$ cat config.mk
export PLATFORM = sky130hd
export DESIGN_NAME = reg_dump_unit
export DESIGN_NICKNAME = d
export VERILOG_FILES = /design/src/rtl/reg_dump_pkg.sv /design/src/rtl/reg_dump_unit_wrap_counter.sv /design/src/rtl/reg_dump_unit.sv
export SDC_FILE = /design/constraint.sdc
export NUM_CORES = 1
export LEC_CHECK = 0
export CAP_MARGIN = 25
export CORE_ASPECT_RATIO = 1.2
export CORE_UTILIZATION = 52
export DETAILED_ROUTE_END_ITERATION = 16
export DONT_BUFFER_PORTS = 1
export GPL_ROUTABILITY_DRIVEN = 0
export GPL_TIMING_DRIVEN = 0
export PLACE_DENSITY = 0.76
export SYNTH_ARGS = -nofsm -noshare
export SYNTH_HDL_FRONTEND = slang
export SYNTH_SLANG_ARGS = --single-unit
$ cat constraint.sdc
create_clock -name clk -period 2.75 [get_ports clk]
set_clock_uncertainty 0.15 [all_clocks]
set_input_delay 0.825 -clock clk [delete_from_list [all_inputs] [get_ports clk]]
set_output_delay 0.825 -clock clk [all_outputs]
set_load 0.01 [all_outputs]
$ cat src/rtl/reg_dump_pkg.sv
// reg_dump_pkg: shared types and sizing constants for the register dump path.
// Latency: n/a (package only).
// Backpressure: n/a (package only).
//
// Contents:
//   REG_DUMP_NREGS  default register count (power of two)
//   REG_DUMP_DW     default register data width
//   dump_state_t    sequencer states IDLE, READ, SEND, DONE
//   dump_span_len   number of entries in an inclusive, wrapping index range
package reg_dump_pkg;

  localparam int REG_DUMP_NREGS = 16;
  localparam int REG_DUMP_DW    = 8;

  // Fixed encodings so the state is easy to read off a probe or a dump.
  typedef enum logic [1:0] {
    IDLE = 2'd0,
    READ = 2'd1,
    SEND = 2'd2,
    DONE = 2'd3
  } dump_state_t;

  // Inclusive span from first to last, wrapping through the top index.
  // The AW-bit subtraction already wraps mod NREGS; one extra bit holds the
  // full-range result (first == last + 1 gives NREGS entries).
  function automatic logic [4:0] dump_span_len(input logic [3:0] first_idx,
                                               input logic [3:0] last_idx);
    logic [3:0] diff;
    diff = last_idx - first_idx;
    return {1'b0, diff} + 5'd1;
  endfunction

endpackage

$ cat src/rtl/reg_dump_unit_wrap_counter.sv
// wrap_counter: index pointer that walks an inclusive range mod NREGS plus a
// remaining-entry count. Latency: load/incr take effect at the next edge.
// Backpressure: none of its own; the owner only pulses incr on a completed beat.
//
// Ports:
//   clk, rst      clock and synchronous active-high reset
//   load          capture load_first/load_last and compute the entry count
//   load_first    first index of the range
//   load_last     last index of the range, inclusive
//   incr          advance pointer (wraps NREGS-1 -> 0) and consume one entry
//   ptr           current index
//   exhausted     the entry at ptr is the final one of the range
module wrap_counter
  import reg_dump_pkg::*;
#(
  parameter int NREGS = REG_DUMP_NREGS,
  parameter int AW    = $clog2(NREGS)
) (
  input  logic          clk,
  input  logic          rst,
  input  logic          load,
  input  logic [AW-1:0] load_first,
  input  logic [AW-1:0] load_last,
  input  logic          incr,
  output logic [AW-1:0] ptr,
  output logic          exhausted
);

  // One bit wider than the index so a full wrap (NREGS entries) fits.
  logic [AW:0]   remaining;
  logic [AW-1:0] end_idx;
  logic [AW-1:0] span;

  // Subtraction in AW bits wraps mod NREGS because NREGS is a power of two.
  assign span = load_last - load_first;

  always_ff @(posedge clk) begin
    if (rst) begin
      ptr       <= '0;
      remaining <= '0;
      end_idx   <= '0;
    end else if (load) begin
      ptr       <= load_first;
      end_idx   <= load_last;
      remaining <= {1'b0, span} + (AW+1)'(1);
    end else if (incr) begin
      ptr       <= ptr + 1'b1;
      remaining <= remaining - (AW+1)'(1);
    end
  end

  assign exhausted = (remaining == (AW+1)'(1));

  // The count and the stored end index are two views of the same range;
  // they must agree whenever the count says this is the last entry.
  a_end_agrees: assert property (@(posedge clk) disable iff (rst)
    exhausted |-> (ptr == end_idx));

  // Incrementing with nothing left would walk past the requested range.
  a_no_overrun: assert property (@(posedge clk) disable iff (rst)
    incr |-> (remaining > (AW+1)'(1)));

endmodule

$ cat src/rtl/reg_dump_unit.sv
// reg_dump_unit: walks a wrapping register-index range, reads each byte via rf_sel
// and streams (index, byte) beats. Latency: first beat 2 cycles after start, 2 cycles/beat.
// Backpressure: out_ready low stalls in SEND with out_data/out_addr/out_last held.
//
// Ports:
//   clk, rst          clock and synchronous active-high reset
//   start             begin a dump (ignored while busy); samples first/last
//   first, last       inclusive index range; last < first wraps through NREGS-1
//   busy              dump in progress, from the cycle after start through DONE
//   rf_sel, rf_data   register file read port (rf_data combinational from rf_sel)
//   out_valid/ready   stream handshake
//   out_data/addr     captured byte and its index
//   out_last          final beat of the dump
//   done              one-cycle pulse after the final beat is accepted
//
// Build option REG_DUMP_CHECKSUM_EN: append one beat with out_addr all ones
// carrying the mod-2^DW sum of the dumped bytes; out_last moves to that beat.
module reg_dump_unit
  import reg_dump_pkg::*;
#(
  parameter int NREGS = REG_DUMP_NREGS,
  parameter int DW    = REG_DUMP_DW,
  parameter int AW    = $clog2(NREGS)
) (
  input  logic          clk,
  input  logic          rst,
  input  logic          start,
  input  logic [AW-1:0] first,
  input  logic [AW-1:0] last,
  output logic          busy,
  output logic [AW-1:0] rf_sel,
  input  logic [DW-1:0] rf_data,
  output logic          out_valid,
  input  logic          out_ready,
  output logic [DW-1:0] out_data,
  output logic [AW-1:0] out_addr,
  output logic          out_last,
  output logic          done
);

  dump_state_t   state;
  logic [AW-1:0] ptr;
  logic          exhausted;
  logic          accept;
  logic          beat_done;
  logic          incr;

`ifdef REG_DUMP_CHECKSUM_EN
  logic [DW-1:0] sum;
  // Set while the trailing checksum beat is on the stream.
  logic          csum_beat;
`endif

  assign accept    = (state == IDLE) && start;
  assign beat_done = (state == SEND) && out_ready;

  // The pointer only moves between register beats; it stays on the final
  // index afterwards so rf_sel holds its last value while idle.
`ifdef REG_DUMP_CHECKSUM_EN
  assign incr = beat_done && !exhausted && !csum_beat;
`else
  assign incr = beat_done && !exhausted;
`endif

  wrap_counter #(
    .NREGS (NREGS),
    .AW    (AW)
  ) u_wrap_counter (
    .clk        (clk),
    .rst        (rst),
    .load       (accept),
    .load_first (first),
    .load_last  (last),
    .incr       (incr),
    .ptr        (ptr),
    .exhausted  (exhausted)
  );

  assign rf_sel = ptr;

  always_ff @(posedge clk) begin
    if (rst) begin
      state     <= IDLE;
      busy      <= 1'b0;
      out_valid <= 1'b0;
      out_last  <= 1'b0;
      out_data  <= '0;
      out_addr  <= '0;
      done      <= 1'b0;
`ifdef REG_DUMP_CHECKSUM_EN
      sum       <= '0;
      csum_beat <= 1'b0;
`endif
    end else begin
      case (state)
        IDLE: begin
          done <= 1'b0;
          if (start) begin
            state <= READ;
            busy  <= 1'b1;
`ifdef REG_DUMP_CHECKSUM_EN
            sum       <= '0;
            csum_beat <= 1'b0;
`endif
          end
        end

        READ: begin
          // rf_sel has been steady on ptr for this whole cycle.
          out_data  <= rf_data;
          out_addr  <= ptr;
          out_valid <= 1'b1;
`ifdef REG_DUMP_CHECKSUM_EN
          out_last  <= 1'b0;
          sum       <= sum + rf_data;
`else
          out_last  <= exhausted;
`endif
          state     <= SEND;
        end

        SEND: begin
          if (out_ready) begin
`ifdef REG_DUMP_CHECKSUM_EN
            if (csum_beat) begin
              out_valid <= 1'b0;
              out_last  <= 1'b0;
              csum_beat <= 1'b0;
              done      <= 1'b1;
              state     <= DONE;
            end else if (exhausted) begin
              // Stay in SEND and swap the checksum onto the stream; sum
              // already includes the byte captured for this final beat.
              out_data  <= sum;
              out_addr  <= '1;
              out_last  <= 1'b1;
              csum_beat <= 1'b1;
            end else begin
              out_valid <= 1'b0;
              state     <= READ;
            end
`else
            if (exhausted) begin
              out_valid <= 1'b0;
              out_last  <= 1'b0;
              done      <= 1'b1;
              state     <= DONE;
            end else begin
              out_valid <= 1'b0;
              state     <= READ;
            end
`endif
          end
        end

        DONE: begin
          done  <= 1'b0;
          busy  <= 1'b0;
          state <= IDLE;
        end

        default: begin
          state     <= IDLE;
          busy      <= 1'b0;
          out_valid <= 1'b0;
          out_last  <= 1'b0;
          done      <= 1'b0;
        end
      endcase
    end
  end

  // A stalled beat must not change under the consumer.
  a_hold_stable: assert property (@(posedge clk) disable iff (rst)
    (out_valid && !out_ready) |=>
      (out_valid && $stable(out_data) && $stable(out_addr) && $stable(out_last)));

  a_done_single: assert property (@(posedge clk) disable iff (rst)
    done |=> !done);

  a_last_needs_valid: assert property (@(posedge clk) disable iff (rst)
    out_last |-> out_valid);

  a_valid_only_send: assert property (@(posedge clk) disable iff (rst)
    out_valid |-> (state == SEND));

endmodule

---- Yosys cells after proc, flatten, opt, wreduce, memory -nomap -nowiden ----
Cells that the tools add are included.
cells by class
  eq/ne operators ......................... 7
  muxes and demuxes ....................... 18
  magnitude comparators ................... 0
  bitwise gates (word level) .............. 0
  $mul .................................... 0
  shifts and indexed selects .............. 0
  reduce and logical (&&, ||, !) cells .... 15
  divide/modulo/power cells ............... 0
  add/subtract/negate cells ............... 4
operators with widths
  operator               count
  $mux W5                2
  $mux W4                2
  $pmux W1 S2            4
  $pmux W2 S4            1
  $reduce_bool A2 Y1     4
  $mux W1                6
  $mux W2                3
  $ne A2 B2 Y1 const B   3
  $reduce_and A2 Y1      3
  $reduce_and A3 Y1      2
  $add A4 B1 Y5 const B  1
  $eq A5 B1 Y1 const B   1
  $sub A5 B1 Y5 const B  1
  $add A4 B1 Y4 const B  1
  $eq A2 B2 Y1 const B   2
  $sub A4 B4 Y4          1
  $logic_and A1 B1 Y1    3
  $eq A2 B1 Y1 const B   1
  $logic_not A2 Y1       1
  $reduce_or A2 Y1       1
  $logic_not A1 Y1       1
storage, ports and cells
  ROM bits ................................ 0
  memories kept ........................... 0
  RAM bits ................................ 0
  bits in latches ......................... 0
  flip-flop bits (word level) ............. 27
  input port bits ......................... 20
  output and inout port bits .............. 20
  word-level logic and storage cells ...... 53

---- Longest topological paths before layout ----
Gate-level depths: netlist of run 1.
  depth in word-level cells ............... 5
  depth in mapped cells ................... 8
  gate-level depth less buffers ........... 8

---- Modules after synthesis ----
From an unflattened synthesis of run 1, not the netlist that was laid out.
unflattened totals
  cells, all modules ...................... 160
  area, all modules ....................... 1539.0 µm²
by module, submodules not included
  module         area an instance (µm²)  seq. area each (µm²)  times used  cells each
  reg_dump_unit  840.8                   360.3                 1           84
  wrap_counter   698.2                   180.2                 1           76

---- Worst setup path after synthesis of run 1 ----
OpenSTA, ideal clock, no wires.
  path type ............................... input-to-reg
  start point ............................. input last[0]
  end point ............................... register u_wrap_counter.remaining[4]
  library setup time ...................... 0.086 ns
  arrival ................................. 2.228 ns
  path slack .............................. 0.286 ns
  buffers on the path ..................... 0
  stages on the path ...................... 8
  data required time ...................... 2.514 ns
  cells stage by stage .................... inv_1 -> ha_1 -> inv_1 -> fa_1 -> ha_1 -> nor3b_1 -> a32oi_1 -> a211oi_1
on the way
  cells in the longest elaborated chain, start to end .. 3
ends and longest elaborated chain
  element               RTL line                          text
  start, declared       reg_dump_unit.sv:29               input logic [AW-1:0] last,
  $sub A4 B4 Y4         reg_dump_unit_wrap_counter.sv:35  assign span = load_last - load_first;
  $add A4 B1 Y5         reg_dump_unit_wrap_counter.sv:45  remaining <= {1'b0, span} + (AW+1)'(1);
  $mux W5               reg_dump_unit_wrap_counter.sv:42  end else if (load) begin
  end signal, assigned  reg_dump_unit_wrap_counter.sv:45
  end signal, assigned  reg_dump_unit_wrap_counter.sv:48  remaining <= remaining - (AW+1)'(1);
  end, declared         reg_dump_unit_wrap_counter.sv:30  logic [AW:0] remaining;
No other way between the ends.
A chain may end at the register's enable or synchronous reset.

---- Worst setup path after layout of run 1 ----
Ends and elaborated chain as after synthesis.

==> results of run 1 <==
[flip-flops by register name, summed over array words and instances, names as in the netlist]
register,cells
out_last,1
state,2
done,1
u_wrap_counter.remaining,5
busy,1
out_data,8
out_valid,1
out_addr,4
u_wrap_counter.ptr,4
[critical path: cells and delay by family]
family	cells	cell delay, ns
and+or+nand+nor	1	0.24
AOI/OAI and AO/OA	2	0.36
buffers and inverters	2	0.09
adders and majority gates	3	0.84
[cell families (layout without fill, tap and decap cells)]
family                   Yosys count  count (layout)  share of synthesized area, %
adder cells (fa/ha/maj)           13              13                          11.2
XOR/XNOR                           9               9                          6.11
AND/OR/NAND/NOR                   54              54                          20.1
flip-flops                        27              27                          35.7
AO/OA/AOI/OAI                     29              29                          13.2
buffers and inverters             16              20                          5.78
multiplexers                      12              12                          7.93
[layout make-up]
cell class / count / share of cell area (%)
inverter: 10 / 2.36
sequential: 27 / 34.0
clock buffer: 3 / 1.42
buffer: 6 / 3.15
multi-input combinational: 117 / 55.9
clock inverter: 1 / 0.473
tap: 34 / 2.68
[metal layers]
metal / GRT usage, % / vias up / share of wire, %
met5: 0 / - / 0
met4: 10.4 / 0 / 1.2
met3: 4.69 / 4 / 5.7
met2: 41.5 / 43 / 50
met1: 25.2 / 546 / 43
li1: - / 569 / -
[stage by stage]
stage | instances | power (W)
floorplan | 160 | 0.000981
global placement | 194 | 0.00106
CTS | 198 | 0.00126
finish | 198 | 0.00126
global route | 198 | 0.00135
detailed placement | 194 | 0.00108
[power groups by stage]
stage,sequential (W),clock (W),combinational (W)
after detailed placement,0.000599,0,0.000486
after floorplan,0.000577,0,0.000404
after global placement,0.000595,0,0.000462
after global routing,0.000606,0.000196,0.000549
after CTS,0.000592,0.000180,0.000488
final,0.000594,0.000178,0.000486
[path summary, 6_finish.rpt]
kind                                       startpoint                                  endpoint  slack [ns]  cells past startpoint
worst min-delay path                done$_SDFFE_PP0P_                         done$_SDFFE_PP0P_        0.39                      2
worst min register to register      done$_SDFFE_PP0P_                         done$_SDFFE_PP0P_        0.39                      2
worst max-delay path                          last[0]  u_wrap_counter.remaining[4]$_SDFFE_PP0P_        0.50                      8
worst max register to register  state[0]$_SDFFE_PP0P_  u_wrap_counter.remaining[3]$_SDFFE_PP0P_        0.77                      6
[synthesized netlist by cell type, types with 2 or more instances]
cell,number
a311oi_1,2
dfxtp_1,27
buf_6,2
a31oi_1,3
nand2_1,4
nand3_1,3
buf_2,2
a211oi_1,6
o21ai_0,5
xor2_1,2
nor2b_1,2
a21oi_1,6
nor2_1,25
ha_1,12
xnor2_1,6
nor3_1,4
and2_1,2
mux2i_1,12
a21o_1,2
nand3_2,3
inv_1,10
==> metrics.yaml, run 1 <==
status:
  status: "completed"
routing:
  first_iter_violations: 51
  first_pass_iters: 4
  postRouteAntennaNets: 0
  wl_per_cell_um: 15.8
  vias_per_cell: 5.87
  num_vias: 1162
  drt-total-wl_um: 3130
  drc_errors: 0
final_layout:
  fin_nets: 198
  nFillCells: 263
  fin_area_mm2: 0.00159
  n_antenna_cell: 0
  final_util_pct: 57.0
  drive_gt1_share_pct: 10.4
  most-common-layout-cells: "dfxtp_1 (27), nor2_1 (25), mux2i_1 (12), ha_1 (12), inv_1 (10)"
  regArea_um2: 541
  layout_commonest_cell: "dfxtp_1"
  area_growth_pct: 4.79
  multi_input_area_um2: 887
power_and_ir_drop:
  p_sw_w: 0.000503
  internal-power_w: 0.000755
  p_clk_share_pct: 14.1
  combPwrFrac_pct: 38.6
  ir_worst_vdd_v: 0.000467
  p_seq_share_pct: 47.2
  p_leak_nw: 0.627
  swShare_pct: 40.0
  p_per_area_mw_per_mm2: 792
global_routing:
  grt_pass1_wl_um: 5240
  grt_pass1_vias: 1198
  track_usage_pct: 22.6
  grt_max_degree: 17
  overflow: 0
  antenna_found_initial: 0
synth:
  syn_avg_cell_area_um2: 9.47
  yosys.area.top_type: "dfxtp_1"
  synth_nets: 193
  ys_ff_latch: 27
  yosysWarnings: 0
  ys_types: 41
  synth-edff-count: 0
  synth_ff_type: "dfxtp_1"
  synth_cells: 160
  yosysSeqAreaShare_pct: 35.7
  synth_area_mm2: 0.00152
  synth.area.top_cells: "dfxtp_1 (36%), ha_1 (9.9%), mux2i_1 (7.9%), nor2_1 (6.2%), xnor2_1 (3.5%)"
  synth-async-reset-ratio_pct: 0
  netlist.area_leader.share_pct: 35.7
critical_path:
  crit_required_ns: 2.85
  end_kind: "flop"
  arrival_ns: 2.36
  critPathMaxStageDelay_ns: 0.51
  slowest_stage: "fa_1"
  path_max_fanout: 2
  path_class: "primary input to flop"
  cp-start-kind: "primary input"
  crit_chain: "inv_1 -> ha_1 -> inv_1 -> fa_1 -> ha_1 -> nor3b_1 -> a32oi_1 -> a211oi_1"
sta:
  slew_headroom_pct: 72.0
  hold_slack_ns: 0.389
  tns_ns: 0
  final_hold_viol_count: 0
  worst-slew-pin-transition_ns: 0.420
  slew_violations: 0
  period_needed_ns: 2.25
  min_period_over_period_pct: 81.9
  rsz0062_at_grt: "false"
  layout_setup_ws_ns: 0.497
  setup_viol: 0
  max_freq_mhz: 444
clock_network:
  insertion_delay_ns: 0.33
  cts_root_buffer: "clkbuf_4"
  h-tree-depth: 1
  clock_path_buffers: 2
  cts_tree: "done"
  ctsResizeCount: 0
  clkSinkCount: 27
  cts_setup_buffers: 0
  cts-buffers-inserted: 3
  holdBufCountCts: 0
  path_clk_slew_ns: 0.15
placement:
  port_buffers: 0
  dp_hpwl_um: 2430
  preCtsSetupSlack_ns: 0.103
  dpl_cell_area_mm2: 0.00156
floorplan:
  fp.dieH_um: 61.1
  die_w_um: 51.3
  start_util_pct: 54.4
  rows: 21
  core-area_mm2: 0.00279
  die_area_mm2: 0.00313
  ios: 40
hold_path:
  hp-class: "flop to flop"
job:
  cap_viol_max_count: 0
No activity file was read; power rests on OpenSTA's default activity.
==> inputs of run 2 (changes only) <==
- clock period: 2.75 -> 2.2 ns (I/O delays scaled with it)
==> run 2 against run 1 <==
Net effect:
- clock-buffer cell count is the same
- design area grew 0.63%
- flip-flop and latch count is the same
- sequential share of layout area shrank 0.21 points
- via count shrank 1.7%
- largest power group unchanged
- worst setup slack lost 0.37 ns
- first-iteration DRC count shrank 69%
- wire length shrank 0.93%
- critical path depth is the same
- register-to-register slack lost 0.57 ns
- global-route usage shrank 0.67 points
==> metrics.yaml, run 2 (same netlist as run 1, synthesis figures left out) <==
floorplan:
  core-area_mm2: 0.00279  # unchanged
  die_w_um: 51.3  # unchanged
  start_util_pct: 54.4  # unchanged
  ios: 40  # unchanged
  fp.dieH_um: 61.1  # unchanged
  rows: 21  # unchanged
  die_area_mm2: 0.00313  # unchanged
global_routing:
  overflow: 0  # unchanged
  antenna_found_initial: 0  # unchanged
  track_usage_pct: 21.9  # was 22.6%
  grt_max_degree: 16  # was 17
  grt_pass1_vias: 1217  # was 1198
  grt_pass1_wl_um: 5110  # was 5240 µm
clock_network:
  cts_setup_buffers: 0  # unchanged
  clkSinkCount: 27  # unchanged
  cts_tree: "done"  # unchanged
  path_clk_slew_ns: 0.14  # was 0.15 ns
  ctsResizeCount: 0  # unchanged
  insertion_delay_ns: 0.32  # was 0.33 ns
  cts-buffers-inserted: 3  # unchanged
  h-tree-depth: 1  # unchanged
  holdBufCountCts: 0  # unchanged
  clock_path_buffers: 2  # unchanged
  cts_root_buffer: "clkbuf_4"  # unchanged
routing:
  wl_per_cell_um: 15.7  # was 15.8 µm
  postRouteAntennaNets: 0  # unchanged
  num_vias: 1142  # was 1162
  first_pass_iters: 4  # unchanged
  first_iter_violations: 16  # was 51
  drc_errors: 0  # unchanged
  vias_per_cell: 5.77  # was 5.87
  drt-total-wl_um: 3100  # was 3130 µm
critical_path:
  cp_top_family: "adder cells"  # unchanged
  cp-start-kind: "primary input"  # unchanged
  arrival_ns: 2.17  # was 2.36 ns
  crit_chain: "inv_1 -> ha_1 -> inv_1 -> fa_1 -> ha_1 -> nor3b_2 -> a32oi_1 -> a211oi_1"  # was inv_1 -> ha_1 -> inv_1 -> fa_1 -> ha_1 -> nor3b_1 -> a32oi_1 -> a211oi_1
  path_class: "primary input to flop"  # unchanged
  crit_required_ns: 2.30  # was 2.85 ns
  crit_buf_inv: 2  # unchanged
  path_max_fanout: 2  # unchanged
  end_kind: "flop"  # unchanged
  slowest_stage: "fa_1"  # unchanged
  critPathMaxStageDelay_ns: 0.52  # was 0.51 ns
placement:
  dp_hpwl_um: 2450  # was 2430 µm
  dpl_cell_area_mm2: 0.00157  # was 0.00156 mm²
  placed_cells: 194  # unchanged
  port_buffers: 0  # unchanged
power_and_ir_drop:
  ir_worst_vdd_v: 0.000654  # was 0.000467 V
  p_per_area_mw_per_mm2: 980  # was 792 mW/mm²
  p_leak_nw: 0.638  # was 0.627 nW
hold_path:
  hp-class: "primary input to flop"  # was flop to flop
status:
  status: "completed"  # unchanged
sta:
  setup_viol: 0  # unchanged
  hold_slack_ns: 0.275  # was 0.389 ns
  rsz0062_at_grt: "false"  # unchanged
  min_period_over_period_pct: 94.3
  period_needed_ns: 2.07
  max_freq_mhz: 482
  final_hold_viol_count: 0  # unchanged
  slew_headroom_pct: 68.5  # was 72.0%
  worst-slew-pin-transition_ns: 0.473  # was 0.420 ns
  slew_violations: 0  # unchanged
final_layout:
  reg_top3: "out_data (8), u_wrap_counter.remaining (5)"  # unchanged
  area_growth_pct: 5.45  # was 4.79%
  largest_reg_flops: 8  # unchanged
  fin_area_mm2: 0.00160  # was 0.00159 mm²
  fin_nets: 198  # unchanged
  most-common-layout-cells: "dfxtp_1 (27), nor2_1 (25), mux2i_1 (12), ha_1 (12), inv_1 (10)"  # unchanged
  layout_commonest_cell: "dfxtp_1"  # unchanged
  final_util_pct: 57.4  # was 57.0%
  drive_gt1_share_pct: 11.6  # was 10.4%
  final_cells: 198  # unchanged
  largest_register: "out_data"  # unchanged
  n_antenna_cell: 0  # unchanged
job:
  cap_viol_max_count: 0  # unchanged
-- run 2: changes by cell type in the layout (fill, tap and decap cells not counted) --
cell	before	now
xnor2_2	0	1
clkinvlp_4	1	0
nor3b_2	0	1
clkinv_2	0	1
nor3b_1	1	0
xnor2_1	6	5
-- run 2: cell type report --
class	count	area [µm²]
Buffer	6	50.0
Multi-Input combinational cell	117	900
Inverter	10	37.5
Fill cell	262	1190
Tap cell	34	42.5
Clock inverter	1	5.00
Sequential cell	27	541
Clock buffer	3	22.5
-- run 2: path summary, 6_finish.rpt --
| kind | slack (ns) | to | depth (start not counted) | start |
|---|---|---|---|---|
| hold reg to reg | 0.40 | done$_SDFFE_PP0P_ | 2 | done$_SDFFE_PP0P_ |
| hold / removal | 0.28 | u_wrap_counter.remaining[3]$_SDFFE_PP0P_ | 1 | start |
| setup reg to reg | 0.20 | u_wrap_counter.remaining[3]$_SDFFE_PP0P_ | 6 | state[0]$_SDFFE_PP0P_ |
| setup / recovery | 0.13 | u_wrap_counter.remaining[4]$_SDFFE_PP0P_ | 8 | last[0] |
-- run 2: worst register-to-register path, stage by stage (launching register included) --
cell and delay (ns):
dfxtp_1 0.39, inv_1 0.13, ha_1 0.32, and2_1 0.34, a31oi_1 0.15, a311o_1 0.34
a31oi_1 0.14
-- run 2: layer usage --
metal | global-route usage (%) | share of wire [%]
met1 | 23.8 | 42
met2 | 41.5 | 51
met3 | 4.69 | 5.4
met4 | 8.88 | 1.8
met5 | 0 | 0
-- run 2: metrics by stage --
step	power (W)	setup TNS [ns]	setup WS [ns]
after floorplan	0.00123	-0.0341	-0.0341
after CTS	0.00157	0	0.122
after global placement	0.00133	-0.268	-0.131
final	0.00157	0	0.126
after global routing	0.00168	0	0.0507
after detailed placement	0.00136	-0.476	-0.223
-- run 2: power breakdown --
group          total, W  switching (W)  internal, W  leakage (nW)
registers      0.000739       0.000144     0.000596         0.222
clock network  0.000213       0.000145    0.0000681        0.0177
logic          0.000613       0.000333     0.000280         0.398
